**config.mk**
```make
export PLATFORM = sky130hd
export DESIGN_NAME = uart_loader_flat
export DESIGN_NICKNAME = d
export VERILOG_FILES = /design/src/rtl/uart_loader_pkg.sv /design/src/rtl/uart_loader_if.sv /design/src/rtl/uart_loader_byte_poller.sv /design/src/rtl/uart_loader.sv /design/src/flat_wrapper.sv
export SDC_FILE = /design/constraint.sdc
export NUM_CORES = 1
export LEC_CHECK = 0
export ABC_AREA = 1
export CAP_MARGIN = 20
export CELL_PAD_IN_SITES_DETAIL_PLACEMENT = 1
export CELL_PAD_IN_SITES_GLOBAL_PLACEMENT = 2
export CORE_ASPECT_RATIO = 0.75
export CORE_UTILIZATION = 32
export CTS_BUF_LIST = sky130_fd_sc_hd__clkbuf_16
export CTS_CLUSTER_SIZE = 10
export DETAILED_ROUTE_END_ITERATION = 8
export PLACE_DENSITY_LB_ADDON = 0.1
export SYNTH_ARGS = -nofsm -noshare
export SYNTH_HDL_FRONTEND = slang
export SYNTH_SLANG_ARGS = --single-unit
```
**constraint.sdc**
```tcl
create_clock -name clk -period 3.82 [get_ports clk]
set_clock_uncertainty 0.05 [all_clocks]
set_input_delay 0.573 -clock clk [delete_from_list [all_inputs] [get_ports clk]]
set_output_delay 0.573 -clock clk [all_outputs]
set_load 0.03 [all_outputs]
```
**src/rtl/uart_loader_pkg.sv**
```systemverilog
// Shared types and constants for the UART download loader: FSM encodings,
// response bytes, UART receive-register field positions and the checksum helper.
package loader_pkg;

  typedef enum logic [2:0] {
    ST_IDLE = 3'd0,
    ST_HDR  = 3'd1,
    ST_DATA = 3'd2,
    ST_MEMW = 3'd3,
    ST_SUM  = 3'd4,
    ST_RESP = 3'd5,
    ST_GO   = 3'd6
  } ld_state_e;

  typedef enum logic [1:0] {
    PS_IDLE   = 2'd0,
    PS_REQ    = 2'd1,
    PS_SAMPLE = 2'd2
  } poll_state_e;

  localparam logic [7:0] RESP_OK  = 8'h4B;
  localparam logic [7:0] RESP_ERR = 8'h45;
  localparam logic [7:0] RESP_TO  = 8'h54;

  localparam int RX_FLAG_BIT = 15;
  localparam int RX_BYTE_MSB = 7;
  localparam int RX_BYTE_LSB = 0;

  function automatic logic [7:0] sum8(input logic [7:0] acc, input logic [7:0] b);
    return acc + b;
  endfunction

endpackage

```
**src/rtl/uart_loader_if.sv**
```systemverilog
// Bus interfaces of the loader: UART register port and memory write port.
interface loader_uart_if;
  logic        uart_valid;
  logic        uart_wmask;
  logic [31:0] uart_wdata;
  logic        uart_ready;
  logic [31:0] uart_rdata;

  modport master (output uart_valid, uart_wmask, uart_wdata, input uart_ready, uart_rdata);
  modport slave  (input uart_valid, uart_wmask, uart_wdata, output uart_ready, uart_rdata);
endinterface

interface loader_mem_if;
  logic        mem_valid;
  logic        mem_ready;
  logic [31:0] mem_addr;
  logic [31:0] mem_wdata;
  logic [3:0]  mem_wstrb;

  modport master (output mem_valid, mem_addr, mem_wdata, mem_wstrb, input mem_ready);
  modport slave  (input mem_valid, mem_addr, mem_wdata, mem_wstrb, output mem_ready);
endinterface

```
**src/rtl/uart_loader_byte_poller.sv**
```systemverilog
// Two-cycle UART receive poll (request, then sample) plus the inter-byte
// timeout counter. Delivers one byte per byte_valid pulse.
module uart_byte_poller
  import loader_pkg::*;
#(
  parameter int TIMEOUT_CYCLES = 1000000,
  parameter int TO_W           = 20
) (
  input  logic       clk,
  input  logic       resetn,
  input  logic       start,
  input  logic       tmo_en,
  input  logic       rx_flag,
  input  logic [7:0] rx_data,
  output logic       poll_valid,
  output logic [7:0] rx_byte,
  output logic       byte_valid,
  output logic       timeout,
  output logic       idle
);

  poll_state_e     state_q, state_d;
  logic            valid_q, valid_d;
  logic [7:0]      byte_q, byte_d;
  logic            bv_q, bv_d;
  logic            to_q, to_d;
  logic [TO_W-1:0] cnt_q, cnt_d;

  // Poll sequencing and timeout counting; no new poll in the cycle a byte is handed over.
  always_comb begin
    state_d = state_q;
    byte_d  = byte_q;
    bv_d    = 1'b0;
    to_d    = 1'b0;
    cnt_d   = cnt_q;
    case (state_q)
      PS_IDLE: begin
        if (start && !bv_q) state_d = PS_REQ;
        else                state_d = PS_IDLE;
      end
      PS_REQ: state_d = PS_SAMPLE;
      PS_SAMPLE: begin
        if (rx_flag) begin
          bv_d    = 1'b1;
          byte_d  = rx_data;
          state_d = PS_IDLE;
        end else if (start) begin
          state_d = PS_REQ;
        end else begin
          state_d = PS_IDLE;
        end
      end
      default: state_d = PS_IDLE;
    endcase
    valid_d = (state_d == PS_REQ);
    if (!tmo_en || bv_d) begin
      cnt_d = '0;
    end else if (cnt_q == TO_W'(TIMEOUT_CYCLES - 1)) begin
      cnt_d = '0;
      to_d  = 1'b1;
    end else begin
      cnt_d = cnt_q + TO_W'(1);
    end
  end

  // Poller state registers.
  always_ff @(posedge clk or negedge resetn) begin
    if (!resetn) begin
      state_q <= PS_IDLE;
      valid_q <= 1'b0;
      byte_q  <= 8'h00;
      bv_q    <= 1'b0;
      to_q    <= 1'b0;
      cnt_q   <= '0;
    end else begin
      state_q <= state_d;
      valid_q <= valid_d;
      byte_q  <= byte_d;
      bv_q    <= bv_d;
      to_q    <= to_d;
      cnt_q   <= cnt_d;
    end
  end

  assign poll_valid = valid_q;
  assign rx_byte    = byte_q;
  assign byte_valid = bv_q;
  assign timeout    = to_q;
  assign idle       = (state_q == PS_IDLE);

endmodule

```
**src/rtl/uart_loader.sv**
```systemverilog
// Boot/download engine: parses ADDR/LEN/data/SUM frames from the UART, writes
// payload words to memory, answers with a status byte and can issue a jump.
module uart_loader
  import loader_pkg::*;
#(
  parameter int TIMEOUT_CYCLES = 1000000,
  parameter int TO_W           = 20
) (
  input  logic                 clk,
  input  logic                 resetn,
  loader_uart_if.master        uart,
  loader_mem_if.master         mem,
  output logic                 boot_go,
  output logic [31:0]          boot_addr,
  output logic                 busy
);

  ld_state_e   state_q, state_d;
  logic [2:0]  cnt_q, cnt_d;
  logic [31:0] addr_q, addr_d;
  logic [15:0] len_q, len_d;
  logic [31:0] word_q, word_d;
  logic [7:0]  sum_q, sum_d;
  logic [7:0]  resp_q, resp_d;
  logic        jump_q, jump_d;
  logic        wr_q, wr_d;
  logic        memv_q, memv_d;
  logic        go_q, go_d;
  logic [31:0] baddr_q, baddr_d;
  logic        busy_q, busy_d;

  logic        poll_start_s, tmo_en_s, poll_valid_s, bv_s, to_s, p_idle_s;
  logic [7:0]  rx_byte_s;

  assign poll_start_s = (state_q == ST_IDLE) || (state_q == ST_HDR) ||
                        (state_q == ST_DATA) || (state_q == ST_SUM);
  assign tmo_en_s     = (state_q == ST_HDR) || (state_q == ST_DATA) || (state_q == ST_SUM);

  uart_byte_poller #(.TIMEOUT_CYCLES(TIMEOUT_CYCLES), .TO_W(TO_W)) u_poller (
    .clk        (clk),
    .resetn     (resetn),
    .start      (poll_start_s),
    .tmo_en     (tmo_en_s),
    .rx_flag    (uart.uart_rdata[RX_FLAG_BIT]),
    .rx_data    (uart.uart_rdata[RX_BYTE_MSB:RX_BYTE_LSB]),
    .poll_valid (poll_valid_s),
    .rx_byte    (rx_byte_s),
    .byte_valid (bv_s),
    .timeout    (to_s),
    .idle       (p_idle_s)
  );

  // Frame parser; jump_q remembers a LEN=0 frame because len_q also reaches 0 after data.
  always_comb begin
    state_d = state_q;
    cnt_d   = cnt_q;
    addr_d  = addr_q;
    len_d   = len_q;
    word_d  = word_q;
    sum_d   = sum_q;
    resp_d  = resp_q;
    jump_d  = jump_q;
    wr_d    = wr_q;
    memv_d  = memv_q;
    go_d    = 1'b0;
    baddr_d = baddr_q;
    case (state_q)
      ST_IDLE: begin
        if (bv_s) begin
          addr_d  = {24'h000000, rx_byte_s[7:2], 2'b00};
          sum_d   = rx_byte_s;
          cnt_d   = 3'd1;
          len_d   = 16'h0000;
          jump_d  = 1'b0;
          state_d = ST_HDR;
        end else begin
          state_d = ST_IDLE;
        end
      end
      ST_HDR: begin
        if (to_s) begin
          resp_d  = RESP_TO;
          state_d = ST_RESP;
        end else if (bv_s) begin
          sum_d = sum8(sum_q, rx_byte_s);
          cnt_d = cnt_q + 3'd1;
          case (cnt_q)
            3'd1:    addr_d[15:8]  = rx_byte_s;
            3'd2:    addr_d[23:16] = rx_byte_s;
            3'd3:    addr_d[31:24] = rx_byte_s;
            3'd4:    len_d[7:0]    = rx_byte_s;
            default: begin
              len_d[15:8] = rx_byte_s;
              cnt_d       = 3'd0;
              if ({rx_byte_s, len_q[7:0]} == 16'h0000) begin
                jump_d  = 1'b1;
                state_d = ST_SUM;
              end else begin
                state_d = ST_DATA;
              end
            end
          endcase
        end else begin
          state_d = ST_HDR;
        end
      end
      ST_DATA: begin
        if (to_s) begin
          resp_d  = RESP_TO;
          state_d = ST_RESP;
        end else if (bv_s) begin
          word_d[{cnt_q[1:0], 3'b000} +: 8] = rx_byte_s;
          sum_d = sum8(sum_q, rx_byte_s);
          if (cnt_q == 3'd3) begin
            cnt_d   = 3'd0;
            memv_d  = 1'b1;
            state_d = ST_MEMW;
          end else begin
            cnt_d = cnt_q + 3'd1;
          end
        end else begin
          state_d = ST_DATA;
        end
      end
      ST_MEMW: begin
        if (mem.mem_ready) begin
          memv_d  = 1'b0;
          addr_d  = addr_q + 32'd4;
          len_d   = len_q - 16'd1;
          state_d = (len_q == 16'd1) ? ST_SUM : ST_DATA;
        end else begin
          memv_d = 1'b1;
        end
      end
      ST_SUM: begin
        if (to_s) begin
          resp_d  = RESP_TO;
          state_d = ST_RESP;
        end else if (bv_s) begin
          resp_d  = (rx_byte_s == sum_q) ? RESP_OK : RESP_ERR;
          state_d = ST_RESP;
        end else begin
          state_d = ST_SUM;
        end
      end
      ST_RESP: begin
        // The write waits for any poll left over from a timeout to drain.
        if (wr_q) begin
          if (uart.uart_ready) begin
            wr_d = 1'b0;
            if ((resp_q == RESP_OK) && jump_q) begin
              go_d    = 1'b1;
              baddr_d = addr_q;
              state_d = ST_GO;
            end else begin
              state_d = ST_IDLE;
            end
          end else begin
            wr_d = 1'b1;
          end
        end else if (p_idle_s) begin
          wr_d = 1'b1;
        end else begin
          wr_d = 1'b0;
        end
      end
      ST_GO:   state_d = ST_IDLE;
      default: state_d = ST_IDLE;
    endcase
    busy_d = (state_d != ST_IDLE);
  end

  // Loader state and registered outputs.
  always_ff @(posedge clk or negedge resetn) begin
    if (!resetn) begin
      state_q <= ST_IDLE;
      cnt_q   <= 3'd0;
      addr_q  <= 32'h0;
      len_q   <= 16'h0;
      word_q  <= 32'h0;
      sum_q   <= 8'h00;
      resp_q  <= 8'h00;
      jump_q  <= 1'b0;
      wr_q    <= 1'b0;
      memv_q  <= 1'b0;
      go_q    <= 1'b0;
      baddr_q <= 32'h0;
      busy_q  <= 1'b0;
    end else begin
      state_q <= state_d;
      cnt_q   <= cnt_d;
      addr_q  <= addr_d;
      len_q   <= len_d;
      word_q  <= word_d;
      sum_q   <= sum_d;
      resp_q  <= resp_d;
      jump_q  <= jump_d;
      wr_q    <= wr_d;
      memv_q  <= memv_d;
      go_q    <= go_d;
      baddr_q <= baddr_d;
      busy_q  <= busy_d;
    end
  end

  assign uart.uart_valid = wr_q | poll_valid_s;
  assign uart.uart_wmask = wr_q;
  assign uart.uart_wdata = wr_q ? {24'h000000, resp_q} : 32'h0;
  assign mem.mem_valid   = memv_q;
  assign mem.mem_addr    = addr_q;
  assign mem.mem_wdata   = word_q;
  assign mem.mem_wstrb   = memv_q ? 4'hF : 4'h0;
  assign boot_go         = go_q;
  assign boot_addr       = baddr_q;
  assign busy            = busy_q;

endmodule
```
**src/flat_wrapper.sv**
```systemverilog
// flat-port wrapper written by rule: the top's interface ports become plain ports
module uart_loader_flat import loader_pkg::*;
#(
  parameter int TIMEOUT_CYCLES = 1000000,
  parameter int TO_W           = 20
)
  (clk, resetn, boot_go, boot_addr, busy, uart_uart_valid, uart_uart_wmask, uart_uart_wdata, uart_uart_ready, uart_uart_rdata, mem_mem_valid, mem_mem_addr, mem_mem_wdata, mem_mem_wstrb, mem_mem_ready);
  loader_uart_if uart_i ();
  loader_mem_if mem_i ();
  input  logic clk;
  input  logic resetn;
  output logic boot_go;
  output logic [31:0] boot_addr;
  output logic busy;
  output wire logic [$bits(uart_i.uart_valid)-1:0] uart_uart_valid;
  output wire logic [$bits(uart_i.uart_wmask)-1:0] uart_uart_wmask;
  output wire logic [$bits(uart_i.uart_wdata)-1:0] uart_uart_wdata;
  input wire logic [$bits(uart_i.uart_ready)-1:0] uart_uart_ready;
  input wire logic [$bits(uart_i.uart_rdata)-1:0] uart_uart_rdata;
  output wire logic [$bits(mem_i.mem_valid)-1:0] mem_mem_valid;
  output wire logic [$bits(mem_i.mem_addr)-1:0] mem_mem_addr;
  output wire logic [$bits(mem_i.mem_wdata)-1:0] mem_mem_wdata;
  output wire logic [$bits(mem_i.mem_wstrb)-1:0] mem_mem_wstrb;
  input wire logic [$bits(mem_i.mem_ready)-1:0] mem_mem_ready;
  assign uart_uart_valid = uart_i.uart_valid;
  assign uart_uart_wmask = uart_i.uart_wmask;
  assign uart_uart_wdata = uart_i.uart_wdata;
  assign uart_i.uart_ready = uart_uart_ready;
  assign uart_i.uart_rdata = uart_uart_rdata;
  assign mem_mem_valid = mem_i.mem_valid;
  assign mem_mem_addr = mem_i.mem_addr;
  assign mem_mem_wdata = mem_i.mem_wdata;
  assign mem_mem_wstrb = mem_i.mem_wstrb;
  assign mem_i.mem_ready = mem_mem_ready;
  uart_loader #(.TIMEOUT_CYCLES(TIMEOUT_CYCLES), .TO_W(TO_W)) u_core (.clk(clk), .resetn(resetn), .uart(uart_i), .mem(mem_i), .boot_go(boot_go), .boot_addr(boot_addr), .busy(busy));
endmodule
```
==> results_dict.tcl <==
set metrics [dict create \
    fp.dieH_microns 151.9 \
    finalSetupViolations 0 \
    ios 173 \
    drive_gt1_frac 0.06151 \
    yosysSeqAreaShare 0.4304 \
    power.density_mw_per_mm2 802.7 \
    synth.largest_area_cell "dfrtp_1" \
    viasPerCell 4.910 \
    fill_cells 3642 \
    worst_pin_slew_ps 970.8 \
    cts_root_buf "clkbuf_16" \
    end_kind "flip-flop" \
    diodes 0 \
    setup_tns_ps 0 \
    final_nets 1491 \
    drt-wirelength-per-cell_microns 18.38 \
    cts-htree-levels 4 \
    hpwl_microns 25720 \
    path_class "flip-flop to flip-flop" \
    crit-reg2reg-launch "u_core.cnt_q[0]" \
    start_kind "flip-flop" \
    cts_resized 0 \
    crit_required_ps 4150 \
    r2r_end "u_core.mem.mem_wdata[17]" \
    synth.avg_cell_area_sq_um 7.240 \
    drtIter0Drc 545 \
    drv_slew 0 \
    grt.total_usage 0.2286 \
    grt_pass1_vias 9192 \
    mappedNetlistArea_sq_mm 0.009593 \
    cts.hold.buffers_added 0 \
    synth-seq-cells 165 \
    critPathArrivalTime_ps 3220 \
    worst_slack_ps 933.8 \
    die_x_microns 201.9 \
    hold_viol 0 \
    finalCritPeriodShare 0.7556 \
    core.rowCount 54 \
    finalCriticalPeriod_ps 2886 \
    maxCapViolations 0 \
    synth_warnings 0 \
    synth_area_leaders "dfrtp_1 43%, nand2_1 13%, nor2_1 7.4%, o21ai_0 6.6%, nand3_1 5.6%" \
    hold_path_class "primary input to asynchronous set/reset pin" \
    clk_latency_ps 450 \
    postCtsSetupBuffers 0 \
    clock-sinks 165 \
    placedCellCount 1807 \
    area_delta_synth_final_pct 21.82 \
    status "completed" \
    critPathMaxFanout 22 \
    timing.fmax_mhz 346.5 \
    wl_microns 33810 \
    dr.pass1.iters 5 \
    most-common-layout-cells "344 x nand2_1, 189 x nor2_1, 165 x dfrtp_1, 136 x inv_1, 127 x o21ai_0" \
    relSlewSlack 0.3510 \
    overflow 0 \
    synthCells 1325 \
    grt_max_degree 82 \
    io_buffer_count 119 \
    clk_pin_slew_worst_paths_ps 70 \
    cts_buffer_depth 2 \
    ant_nets 0 \
    dpl_worst_slack_ps 1039 \
    crit_path_end "u_core.mem.mem_wdata[17]" \
    antenna_found_initial 0 \
    core_sq_mm 0.02926 \
    r2r_slack_ps 930 \
    finalWeightedCongestion 0.8341 \
    yosysTopAreaCellShare 0.4304 \
    critPathLaunch "u_core.cnt_q[0]" \
    via_count 9029 \
    grt_pass1_wl_microns 54390 \
    layout.cells.non_filler 1839 \
    cts_tree "yes" \
    initial_core_util 0.3279 \
    rsz0062_at_grt "false" \
    layout_commonest_cell "nand2_1" \
    cts_buffers 17 \
    synth_cell_type_count 44 \
    ir_worst_vdd_uv 367.1 \
    p_leak_uw 0.005542 \
    drc_errors 0 \
    rr_worst_depth 6 \
    dieArea_sq_mm 0.03068 \
]
[area by class of cell]
type	count	area, sq um	area share
clock buffer	17	425.4	0.03640
multi-input combinational	977	4622	0.3955
sequential	165	4129	0.3533
inverter	147	554.3	0.04743
tap	392	490.5	0.04197
timing repair buffer	126	1270	0.1087
clock inverter	15	195.2	0.01670
[flip-flops by register name, summed over array words and instances (netlist names)]
name / flops
u_core.boot_go: 1
u_core.busy: 1
u_core.mem.mem_valid: 1
u_core.state_q: 3
u_core.u_poller.byte_valid: 1
u_core.boot_addr: 30
u_core.u_poller.state_q: 2
u_core.mem.mem_wdata: 32
u_core.resp_q: 5
u_core.jump_q: 1
u_core.u_poller.cnt_q: 20
u_core.u_poller.poll_valid: 1
u_core.mem.mem_addr: 30
u_core.uart.uart_wmask: 1
u_core.sum_q: 8
u_core.len_q: 16
u_core.u_poller.timeout: 1
u_core.cnt_q: 3
u_core.u_poller.rx_byte: 8
[through the flow]
stage / cell area (sq um) / hold slack, ps / utilization / total power, uW
floorplan: 9702 / 227.4 / - / 5782
global route: 11690 / 173.9 / 0.3995 / 10110
finish: 11690 / 117.9 / 0.3995 / 9380
CTS: 11690 / 151.1 / 0.3995 / 9448
global placement: 11070 / 395.5 / 0.3782 / 7468
detailed placement: 11070 / 406.7 / 0.3782 / 7533
[cells in the mapped netlist, drive strengths merged]
| cell type | number |
|---|---|
| dfrtp | 165 |
| o21bai | 1 |
| xor2 | 14 |
| and3 | 1 |
| nand3b | 1 |
| fa | 1 |
| a22oi | 1 |
| nand3 | 107 |
| nor2 | 205 |
| nand2 | 356 |
| o22ai | 1 |
| ha | 20 |
| a21boi | 1 |
| clkinv | 2 |
| nor3 | 16 |
| xnor2 | 3 |
| o22a | 1 |
| a32oi | 3 |
| inv | 145 |
| o211ai | 4 |
| o21ai | 127 |
| o21a | 2 |
| a21o | 1 |
| buf | 48 |
| o31ai | 1 |
| a31oi | 5 |
| conb | 1 |
| nand4 | 30 |
| clkbuf | 17 |
| a21oi | 42 |
| or2 | 3 |
[power by group]
group | internal (uW) | switching (uW)
Combinational | 1420 | 3300
Clock | 1050 | 826
Sequential | 2180 | 610
Total | 4650 | 4730
[metal layers]
| layer | vias up | wire (microns) | track usage |
|---|---|---|---|
| li1 | 4401 | - | - |
| met1 | 4414 | 18550 | 0.3646 |
| met2 | 189 | 13250 | 0.3142 |
| met3 | 25 | 1658 | 0.04419 |
| met4 | 0 | 350 | 0.04185 |
| met5 | - | 0 | 0 |
[logic make-up (layout without fill, tap and decap cells)]
kind of cell | count (synthesis) | count (layout) | synth area share
simple gates | 719 | 719 | 0.3184
buf+inv | 212 | 305 | 0.09965
compound gates | 190 | 190 | 0.1075
flops | 165 | 165 | 0.4304
fa+ha+maj | 21 | 21 | 0.02817
xor+xnor | 17 | 17 | 0.01552
other cells | 1 | 30 | 0.0003909
[how the worst min path moves through the flow]
| stage | end | start | slack [ps] | cells after the start |
|---|---|---|---|---|
| after floorplan | u_core.boot_addr[10] | resetn | 230 | 0 |
| after global placement | u_core.u_poller.cnt_q[0] | u_core.u_poller.cnt_q[0] | 400 | 1 |
| after global routing | u_core.mem.mem_wdata[25] | resetn | 170 | 1 |
| after detailed placement | u_core.u_poller.cnt_q[0] | u_core.u_poller.cnt_q[0] | 410 | 1 |
| after CTS | u_core.mem.mem_wdata[30] | resetn | 150 | 1 |
| final | u_core.mem.mem_wdata[30] | resetn | 120 | 1 |
[critical path, stage by stage, from the launching register on]
cell      delay (ps)
dfrtp_1          860
inv_1            260
ha_1             550
clkinv_1         380
nor2_1           480
nand3_1          150
nand2_1          100
(Power assumes the default switching activity.)
